**config.mk**
```make
export PLATFORM = sky130hd
export DESIGN_NAME = mem_arbiter
export DESIGN_NICKNAME = d
export VERILOG_FILES = /design/src/rtl/mem_arbiter_pkg.sv /design/src/rtl/mem_arbiter_rr_arb2.sv /design/src/rtl/mem_arbiter.sv
export SDC_FILE = /design/constraint.sdc
export NUM_CORES = 1
export LEC_CHECK = 0
export CAP_MARGIN = 20
export CORE_UTILIZATION = 25
export CTS_BUF_LIST = sky130_fd_sc_hd__clkbuf_2 sky130_fd_sc_hd__clkbuf_4 sky130_fd_sc_hd__clkbuf_8
export DETAILED_ROUTE_END_ITERATION = 12
export PLACE_DENSITY = 0.66
export SYNTH_ARGS = -nofsm -noshare
export SYNTH_HDL_FRONTEND = slang
export SYNTH_HIERARCHICAL = 1
export SYNTH_SLANG_ARGS = --single-unit
```
**constraint.sdc**
```tcl
create_clock -name clk -period 2.3 [get_ports clk]
set_input_delay 0.46 -clock clk [delete_from_list [all_inputs] [get_ports clk]]
set_output_delay 0.46 -clock clk [all_outputs]
set_load 0.005 [all_outputs]
```
**src/rtl/mem_arbiter_pkg.sv**
```systemverilog
// -----------------------------------------------------------------------------
// mem_arbiter_pkg
//   Shared definitions for the cache-to-memory arbiter: FSM state encoding,
//   requester identifiers and the memory data width.
//   No ports (package).
// -----------------------------------------------------------------------------
package mem_arbiter_pkg;

  localparam int DATA_W = 32;

  typedef enum logic [1:0] {
    ST_IDLE     = 2'd0,
    ST_BURST_IC = 2'd1,
    ST_BURST_DC = 2'd2,
    ST_DONE     = 2'd3
  } state_e;

  // Requester IDs double as bit positions in the 2-bit request/grant vectors.
  typedef enum logic {
    REQ_IC = 1'b0,
    REQ_DC = 1'b1
  } req_id_e;

endpackage : mem_arbiter_pkg

```
**src/rtl/mem_arbiter_rr_arb2.sv**
```systemverilog
// -----------------------------------------------------------------------------
// rr_arb2
//   Two-way round-robin picker. The grant is a pure function of the current
//   requests and the last-granted requester; the last-granted record moves
//   only when the owner commits a grant through update_i.
// Ports
//   clk, rst   clock, synchronous active-high reset (last-grant -> IC)
//   req_i      request vector, bit REQ_IC / bit REQ_DC
//   update_i   grant is being taken this cycle; record the winner
//   grant_o    one-hot grant (all zero when nothing requests)
// -----------------------------------------------------------------------------
module rr_arb2
  import mem_arbiter_pkg::*;
(
  input  logic       clk,
  input  logic       rst,
  input  logic [1:0] req_i,
  input  logic       update_i,
  output logic [1:0] grant_o
);

  req_id_e last_q;
  req_id_e last_d;

  always_comb begin
    // NOTE: every output of a combinational block gets a default first, so
    // no path through the case leaves it unassigned and infers a latch.
    grant_o = 2'b00;
    unique case (req_i)
      2'b01:   grant_o = 2'b01;
      2'b10:   grant_o = 2'b10;
      // Tie: the requester not served last time wins.
      2'b11:   grant_o = (last_q == REQ_IC) ? 2'b10 : 2'b01;
      default: grant_o = 2'b00;
    endcase
  end

  always_comb begin
    last_d = last_q;
    if (update_i && (grant_o != 2'b00)) begin
      last_d = grant_o[REQ_DC] ? REQ_DC : REQ_IC;
    end
  end

  // NOTE: sequential state is written with non-blocking assignments so every
  // register samples the pre-edge values regardless of block ordering.
  always_ff @(posedge clk) begin
    if (rst) begin
      last_q <= REQ_IC;
    end else begin
      last_q <= last_d;
    end
  end

endmodule : rr_arb2

```
**src/rtl/mem_arbiter.sv**
```systemverilog
// -----------------------------------------------------------------------------
// mem_arbiter
//   Shares a single-word memory port between icache refills (read-only) and
//   dcache misses (write-back or allocate). One requester is granted at a
//   time; its line is transferred as LINE_WORDS ascending beats, read beats
//   are returned one cycle after acceptance and a one-cycle done pulse closes
//   the burst.
// Ports
//   clk, rst                  clock, synchronous active-high reset
//   ic_req_i, ic_addr_i       icache burst read request + miss address
//   ic_rdata_o, ic_rvalid_o   icache read beat
//   ic_done_o                 icache burst complete pulse
//   dc_req_i, dc_we_i         dcache burst request, 1 = write-back
//   dc_addr_i, dc_wdata_i     dcache line address, current write beat
//   dc_wnext_o                write beat accepted, dcache advances dc_wdata
//   dc_rdata_o, dc_rvalid_o   dcache read beat
//   dc_done_o                 dcache burst complete pulse
//   mem_req_o, mem_we_o       memory beat valid / beat is a write
//   mem_addr_o, mem_wdata_o   word-aligned beat address / write data
//   mem_ack_i, mem_rdata_i    beat accepted / read data for that beat
// -----------------------------------------------------------------------------
module mem_arbiter
  import mem_arbiter_pkg::*;
#(
  parameter int LINE_WORDS = 4,
  parameter int ADDR_W     = 32
) (
  input  logic              clk,
  input  logic              rst,
  input  logic              ic_req_i,
  input  logic [ADDR_W-1:0] ic_addr_i,
  output logic [DATA_W-1:0] ic_rdata_o,
  output logic              ic_rvalid_o,
  output logic              ic_done_o,
  input  logic              dc_req_i,
  input  logic              dc_we_i,
  input  logic [ADDR_W-1:0] dc_addr_i,
  input  logic [DATA_W-1:0] dc_wdata_i,
  output logic              dc_wnext_o,
  output logic [DATA_W-1:0] dc_rdata_o,
  output logic              dc_rvalid_o,
  output logic              dc_done_o,
  output logic              mem_req_o,
  output logic              mem_we_o,
  output logic [ADDR_W-1:0] mem_addr_o,
  output logic [DATA_W-1:0] mem_wdata_o,
  input  logic              mem_ack_i,
  input  logic [DATA_W-1:0] mem_rdata_i
);

  localparam int                BEAT_W    = $clog2(LINE_WORDS);
  localparam logic [ADDR_W-1:0] LINE_MASK = ADDR_W'(4 * LINE_WORDS - 1);
  localparam logic [BEAT_W-1:0] LAST_BEAT = BEAT_W'(LINE_WORDS - 1);
  localparam logic [ADDR_W-1:0] WORD_STEP = ADDR_W'(4);

  state_e              state_q, state_d;
  req_id_e             owner_q, owner_d;
  logic                we_q, we_d;
  logic [ADDR_W-1:0]   addr_q, addr_d;
  logic [BEAT_W-1:0]   beat_q, beat_d;
  logic [DATA_W-1:0]   rdata_q, rdata_d;
  logic                rvalid_q, rvalid_d;

  logic [1:0] grant;
  logic       in_burst;
  logic       beat_write;
  logic       accept;
  logic       take_grant;

  // Requests only matter while idle; mid-burst changes are ignored.
  assign take_grant = (state_q == ST_IDLE);
  assign in_burst   = (state_q == ST_BURST_IC) || (state_q == ST_BURST_DC);
  assign beat_write = (state_q == ST_BURST_DC) && we_q;
  // An ack outside a burst is not a transfer.
  assign accept     = in_burst && mem_ack_i;

  rr_arb2 u_rr_arb2 (
    .clk      (clk),
    .rst      (rst),
    .req_i    ({dc_req_i, ic_req_i}),
    .update_i (take_grant),
    .grant_o  (grant)
  );

  // ---------------------------------------------------------------------------
  // FSM: state register
  // ---------------------------------------------------------------------------
  always_ff @(posedge clk) begin
    if (rst) begin
      state_q <= ST_IDLE;
    end else begin
      state_q <= state_d;
    end
  end

  // ---------------------------------------------------------------------------
  // FSM: next state
  // ---------------------------------------------------------------------------
  always_comb begin
    state_d = state_q;
    unique case (state_q)
      ST_IDLE: begin
        if (grant[REQ_DC])      state_d = ST_BURST_DC;
        else if (grant[REQ_IC]) state_d = ST_BURST_IC;
      end
      ST_BURST_IC,
      ST_BURST_DC: begin
        if (accept && (beat_q == LAST_BEAT)) state_d = ST_DONE;
      end
      ST_DONE: state_d = ST_IDLE;
      default: state_d = ST_IDLE;
    endcase
  end

  // ---------------------------------------------------------------------------
  // FSM: outputs
  // ---------------------------------------------------------------------------
  always_comb begin
    mem_req_o   = in_burst;
    mem_we_o    = beat_write;
    mem_addr_o  = addr_q;
    // Write data passes straight through so the dcache only has to present
    // the current beat; it steps forward when dc_wnext fires.
    mem_wdata_o = beat_write ? dc_wdata_i : '0;
    dc_wnext_o  = accept && beat_write;
    ic_done_o   = (state_q == ST_DONE) && (owner_q == REQ_IC);
    dc_done_o   = (state_q == ST_DONE) && (owner_q == REQ_DC);
    ic_rvalid_o = rvalid_q && (owner_q == REQ_IC);
    dc_rvalid_o = rvalid_q && (owner_q == REQ_DC);
    ic_rdata_o  = rdata_q;
    dc_rdata_o  = rdata_q;
  end

  // ---------------------------------------------------------------------------
  // Burst datapath: owner, direction, beat address/counter, read return.
  // ---------------------------------------------------------------------------
  always_comb begin
    owner_d  = owner_q;
    we_d     = we_q;
    addr_d   = addr_q;
    beat_d   = beat_q;
    rdata_d  = rdata_q;
    // Read data is returned exactly one cycle after its beat is accepted.
    rvalid_d = accept && !beat_write;

    if (take_grant && (grant != 2'b00)) begin
      owner_d = grant[REQ_DC] ? REQ_DC : REQ_IC;
      // The icache path never writes, whatever dc_we happens to be.
      we_d    = grant[REQ_DC] && dc_we_i;
      addr_d  = (grant[REQ_DC] ? dc_addr_i : ic_addr_i) & ~LINE_MASK;
      beat_d  = '0;
    end else if (accept) begin
      // Beats run strictly upward from the line base; no critical-word wrap.
      addr_d = addr_q + WORD_STEP;
      beat_d = beat_q + 1'b1;
      if (!beat_write) rdata_d = mem_rdata_i;
    end
  end

  always_ff @(posedge clk) begin
    if (rst) begin
      owner_q  <= REQ_IC;
      we_q     <= 1'b0;
      addr_q   <= '0;
      beat_q   <= '0;
      rdata_q  <= '0;
      rvalid_q <= 1'b0;
    end else begin
      owner_q  <= owner_d;
      we_q     <= we_d;
      addr_q   <= addr_d;
      beat_q   <= beat_d;
      rdata_q  <= rdata_d;
      rvalid_q <= rvalid_d;
    end
  end

endmodule : mem_arbiter

```
==> flow_summary.json, run 1 <==
{
  "status": "complete, no violations",
  "synth-async-reset-ratio_pct": 0,
  "start_util_pct": 25.57,
  "fill_cells": 1577,
  "reg2reg_depth": 7,
  "layout_min_cycle_time_ns": 2.243,
  "drive_above_1_share_pct": 10.00,
  "dieArea_mm2": 0.01676,
  "yosysMostFrequentCell": "nand2_1",
  "synth_compound_area_share_pct": 19.34,
  "cts_root_buffer": "clkbuf_8",
  "crit_path_start_kind": "flop",
  "drc": 0,
  "worstPathRequired_ns": 1.84,
  "crit_chain": "buf_4, ha_4, buf_12, and3_1, clkdlybuf4s50_1",
  "path_delay_family": "buffers and inverters",
  "multi_input_area_mm2": 0.002266,
  "worst_pin_slew_ns": 0.6119,
  "synth_flop_cell": "dfxtp_1",
  "hold_path.class": "reg -> reg",
  "synth_top_area_cell": "dfxtp_1",
  "ir_worst_vdd_v": 0.0003361,
  "rows": 46,
  "cp.arrival_ns": 1.78,
  "skew_ns": 0.01396,
  "grtUsageTotal_pct": 17.29,
  "hold_depth": 2,
  "crit_type": "reg -> out",
  "finalHoldWorstSlack_ns": 0.4623,
  "core_area_mm2": 0.01589,
  "cts.sinks": 70,
  "slew_viol_final": 0,
  "fp.dieH_um": 129.5,
  "synth_warnings": 6,
  "ctsLongestPathBuffers": 2,
  "synth-adder-area-share_pct": 1.540,
  "yosysSeqAreaShare_pct": 34.49,
  "drv_cap": 0,
  "stdcell_area_mm2": 0.007219,
  "power.density_mw_per_mm2": 831.2,
  "path_clk_slew_ns": 0.08,
  "setup_viol": 0,
  "via_count": 4608,
  "dp_hpwl_um": 11250,
  "grt_max_degree": 33,
  "synth_area_leaders": "dfxtp_1, nand2_1, a211oi_1, buf_4, and3_1",
  "synth_edf_count": 0,
  "timing.final.crit_share_pct": 97.52,
  "routedWlPerCell_um": 15.11,
  "first_global_vias": 4129,
  "max_freq_ghz": 0.4458,
  "cp.depth": 5,
  "hold_violations": 0,
  "io_pins": 269,
  "ant_nets": 0,
  "gp_congestion": 0.8159,
  "die_x_um": 129.5,
  "syn_inst": 516,
  "antenna-diode-count": 0,
  "place_area_mm2": 0.006900,
  "synth_top_area_share_pct": 34.49,
  "crit_slowest_cell": "clkdlybuf4s50_1",
  "syn_area_mm2": 0.004063,
  "yosys.area_share.simple_pct": 29.72,
  "clk_latency_ns": 0.36,
  "cts_tree": "done",
  "cp_num_buf_inv": 3,
  "seqCellArea_mm2": 0.001404,
  "drt_pass1_iterations": 4,
  "synth_top_family_by_area": "simple AND/OR/NAND/NOR gates",
  "antenna_found_initial": 1,
  "path_max_fanout": 16,
  "tns_ns": 0,
  "io_buffers": 258,
  "grt_pass1_wl_um": 22380,
  "synth_mux_area_share_pct": 1.232,
  "vias_per_cell": 4.721,
  "cts_hold_buf": 0,
  "leakage_nw": 2.826,
  "drt_iter0_markers": 224,
  "htreeDepth": 3,
  "cts-buffers-inserted": 9,
  "ys_top_cells_by_count": "nand2_1, dfxtp_1, a21oi_1",
  "synthXorXnorAreaFrac_pct": 2.587,
  "cp_slowest_stage_delay_ns": 0.51,
  "grt_overflow": 0,
  "avgSynthCellArea_um2": 7.873,
  "ys_ff_latch": 70,
  "drt-total-wl_um": 14750,
  "layout.nets": 894,
  "area_growth_pct": 77.70,
  "rsz0062_at_grt": "false",
  "relSlewSlack_pct": 59.20,
  "synth_cell_type_count": 52,
  "endpoint_kind": "output port",
  "utilization_pct": 45.45
}
==> path summary, 6_finish.rpt <==
path                           startpoint                     endpoint  slack (ns)
setup / recovery  state_q[1]$_SDFFE_PP0P_               mem_wdata_o[7]        0.06
hold / removal     beat_q[1]$_SDFFE_PP0P_       beat_q[1]$_SDFFE_PP0P_        0.46
setup reg to reg  state_q[0]$_SDFFE_PP0P_  mem_addr_o[19]$_SDFFE_PP0P_        0.11
hold reg to reg    beat_q[1]$_SDFFE_PP0P_       beat_q[1]$_SDFFE_PP0P_        0.46
==> sequential cells by signal, indices dropped and copies added (netlist names) <==
| signal | flops |
|---|---|
| beat_q | 2 |
| owner_q | 1 |
| state_q | 2 |
| mem_addr_o | 30 |
| we_q | 1 |
| u_rr_arb2/last_q | 1 |
| rvalid_q | 1 |
| dc_rdata_o | 32 |
==> per-layer routing <==
layer,up-vias,GRT usage [%],wire length [um]
li1,2314,-,-
met1,2071,21.39,6444
met2,204,28.43,6739
met3,19,5.409,1356
met4,0,5.746,206
met5,-,0,0
==> what timing repair did <==
action,CTS,global route
setup endpoints to repair,34,23
gates cloned,1,0
pin swaps,0,2
setup buffers,2,0
resized for setup,7,16
==> final cells by class <==
cell class              instances  area share (%)
clock buffers                  12           2.114
repair buffers                302           42.03
multi-input cells             366           31.39
inverters                       6          0.3120
flip-flops and latches         70           19.45
well taps                     216           3.744
clock inverters                 4          0.9705
==> worst reg2reg max path: cells and delay by family, from the launching register on <==
family                     cells  cell delay (ns)
DFF                            1             0.35
AOI/OAI and AO/OA              1             0.27
buffers and inverters          2             0.23
adders and majority gates      1             0.31
and+or+nand+nor                3             0.94
==> per-stage QoR <==
step	std cells	worst slack [ns]	power, mW
CTS	976	0.009895	6.056
global route	976	0.002993	6.398
finish	976	0.05703	6.001
detailed placement	957	-0.1758	4.808
floorplan	517	0.1102	3.143
global placement	957	-0.1554	4.786
==> layout by cell type (no fill, tap or decap), types with 6 or more instances in the layout <==
cell type	n
a211oi_1	35
a21oi_1	37
a311oi_1	14
and3_1	33
buf_12	6
buf_4	37
clkbuf_8	10
clkdlybuf4s50_1	243
dfxtp_1	68
dlymetal6s2s_1	13
nand2_1	88
nand3_1	10
nand4_1	8
nor2_1	10
nor2b_1	25
nor3_1	6
nor4_1	10
o31ai_1	6
or3_1	7
or4_1	8
xnor2_1	9
==> cell families (layout without fill, tap and decap cells) <==
family	after synthesis	in the layout
muxes	5	5
buffers and inverters	81	324
and+or+nand+nor	228	228
other	1	2
AOI/OAI and AO/OA	114	114
DFF	70	70
adders and majority gates	5	5
xor gates and xnor gates	12	12
==> where the power goes <==
| group | internal, mW | switching, mW | leakage, nW |
|---|---|---|---|
| Sequential | 1.56 | 0.391 | 0.574 |
| Combinational | 1.68 | 1.20 | 2.13 |
| Clock | 0.662 | 0.501 | 0.117 |
| Total | 3.91 | 2.09 | 2.83 |
Power figures use the tool's default switching activity.
==> run 2, diff against run 1 <==
--- a/config.mk
+++ b/config.mk
@@ -6,6 +6,7 @@
 export NUM_CORES = 1
 export LEC_CHECK = 0
 export CAP_MARGIN = 20
+export CORE_MARGIN = 2
 export CORE_UTILIZATION = 25
 export CTS_BUF_LIST = sky130_fd_sc_hd__clkbuf_2 sky130_fd_sc_hd__clkbuf_4 sky130_fd_sc_hd__clkbuf_8
 export DETAILED_ROUTE_END_ITERATION = 12
==> run 2 against run 1 <==
- clock power shrank 9%
- sequential power hardly changed
- global-route usage down 0.35 points
- cell area down 1.0%
- non-clock buffer count shrank 12
- first-iteration DRC count decreased by 26%
- critical path depth stayed put
==> flow_summary.json, run 2 (same netlist as run 1, synthesis figures left out) <==
{
  "cp_slowest_stage_delay_ns": 0.49,
  "first_global_vias": 4291,
  "dp_hpwl_um": 11300,
  "worstPathRequired_ns": 1.84,
  "htreeDepth": 3,
  "routedWlPerCell_um": 15.52,
  "grt_max_degree": 52,
  "cts_tree": "done",
  "via_count": 4575,
  "vias_per_cell": 4.756,
  "slew_viol_final": 0,
  "ir_worst_vdd_v": 0.0004109,
  "setup_viol": 0,
  "fill_cells": 1613,
  "antenna_found_initial": 1,
  "met1_length_um": 6774,
  "leakage_nw": 2.981,
  "p_seq_share_pct": 33.2,
  "postCtsSetupBuffers": 0,
  "top_layer_used": "met5",
  "drt_pass1_iterations": 4,
  "hold_path.class": "reg -> reg",
  "status": "complete, no violations",
  "cts_root_buffer": "clkbuf_8",
  "drt-total-wl_um": 14940,
  "grt_overflow": 0,
  "worst_pin_slew_ns": 0.7450,
  "clkPwrFrac_pct": 17.9,
  "layout.nets": 882,
  "timing.final.crit_share_pct": 97.04,
  "crit_path_start_kind": "flop",
  "largest_register_ffs": 32,
  "grt_pass1_wl_um": 23600,
  "crit_slowest_cell": "clkdlybuf4s50_1",
  "p_int_mw": 3.790,
  "path_clk_slew_ns": 0.07,
  "io_buffers": 258,
  "grtUsageTotal_pct": 16.93,
  "core_area_mm2": 0.01589,
  "cp.arrival_ns": 1.77,
  "rows": 46,
  "path_delay_family": "buffers and inverters",
  "cts.sinks": 70,
  "path_max_fanout": 16,
  "drv_cap": 0,
  "clk_latency_ns": 0.35,
  "utilization_pct": 44.99,
  "crit_chain": "buf_4, ha_4, clkbuf_16, and3_1, clkdlybuf4s50_1",
  "io_pins": 269,
  "relSlewSlack_pct": 50.33,
  "crit_type": "reg -> out",
  "drc": 0,
  "cts-buffers-inserted": 9,
  "dr_wl_met2_um": 6802,
  "antenna-diode-count": 0,
  "cp_num_buf_inv": 3,
  "skew_ns": 0.007267,
  "area_growth_pct": 75.92,
  "layout_min_cycle_time_ns": 2.232,
  "drt_iter0_markers": 166,
  "switchingPower_mw": 2.076,
  "gp_congestion": 0.7822,
  "dieArea_mm2": 0.01729,
  "power_mw": 5.866,
  "die_x_um": 131.5,
  "fp.dieH_um": 131.5,
  "endpoint_kind": "output port",
  "final_cell_mix": "clkdlybuf4s50_1, nand2_1, dfxtp_1, a21oi_1, a211oi_1",
  "start_util_pct": 25.57,
  "p_comb_share_pct": 48.9,
  "p_sw_share_pct": 35.39,
  "ctsLongestPathBuffers": 2,
  "hold_violations": 0,
  "ant_nets": 0,
  "wl_met3_um": 1126,
  "max_freq_ghz": 0.4480,
  "power.density_mw_per_mm2": 820.7,
  "final_common_cell": "clkdlybuf4s50_1",
  "drive_above_1_share_pct": 8.311
}
-- run 2: timing repair --
action	CTS	global route
gates cloned	0	1
setup endpoints to repair	34	44
pin swaps	0	1
hold buffers	0	0
resized for setup	3	32
-- run 2: final timing paths --
path	startpoint	endpoint	slack [ns]	depth (start not counted)
max reg2reg	state_q[0]$_SDFFE_PP0P_	mem_addr_o[16]$_SDFFE_PP0P_	0.13	8
max	state_q[1]$_SDFFE_PP0P_	mem_wdata_o[9]	0.07	5
min	beat_q[1]$_SDFFE_PP0P_	beat_q[1]$_SDFFE_PP0P_	0.47	2
min reg2reg	beat_q[1]$_SDFFE_PP0P_	beat_q[1]$_SDFFE_PP0P_	0.47	2
-- run 2: per-layer routing --
metal  track usage, %  vias to the layer above
met2            27.40                      193
met5                0                        -
met3            4.861                       19
met4            5.012                        2
met1            21.86                     2075
li1                 -                     2286
-- run 2: layout make-up --
type                            count  area, um^2  share of cell area [%]
Clock buffer                       13       166.4                   2.328
Timing Repair Buffer              290        2988                   41.81
Clock inverter                      1       30.03                  0.4202
Tap cell                          216       270.3                   3.782
Sequential cell                    70        1404                   19.64
Multi-Input combinational cell    366        2266                   31.71
Inverter                            6       22.52                  0.3151
-- run 2: worst min-delay path, cell delays in order, from the launching register on --
cell and delay [ns]:
dfxtp_1 0.32, nand2_1 0.05, a21oi_1 0.05
-- run 2: through the flow --
stage	instances	hold slack, ns	worst slack (ns)	setup TNS (ns)	cell area [um^2]
3_5_place_dp	947	0.4624	-0.2091	-2.132	6838
4_1_cts	961	0.4735	0.007440	0	7046
3_3_place_gp	947	0.4464	-0.1649	-1.473	6838
2_1_floorplan	517	0.4400	0.1102	0	4066
6_report	962	0.4678	0.06799	0	7147
5_1_grt	962	0.4894	-0.01102	-0.01672	7147
-- run 2: power groups by stage --
stage	Clock (mW)	Combinational, mW	Sequential (mW)
finish	1.05	2.87	1.95
global route	1.13	3.12	2.01
CTS	1.09	2.86	1.94
detailed placement	0	2.84	1.97
global placement	0	2.81	1.97
floorplan	0	1.21	1.93
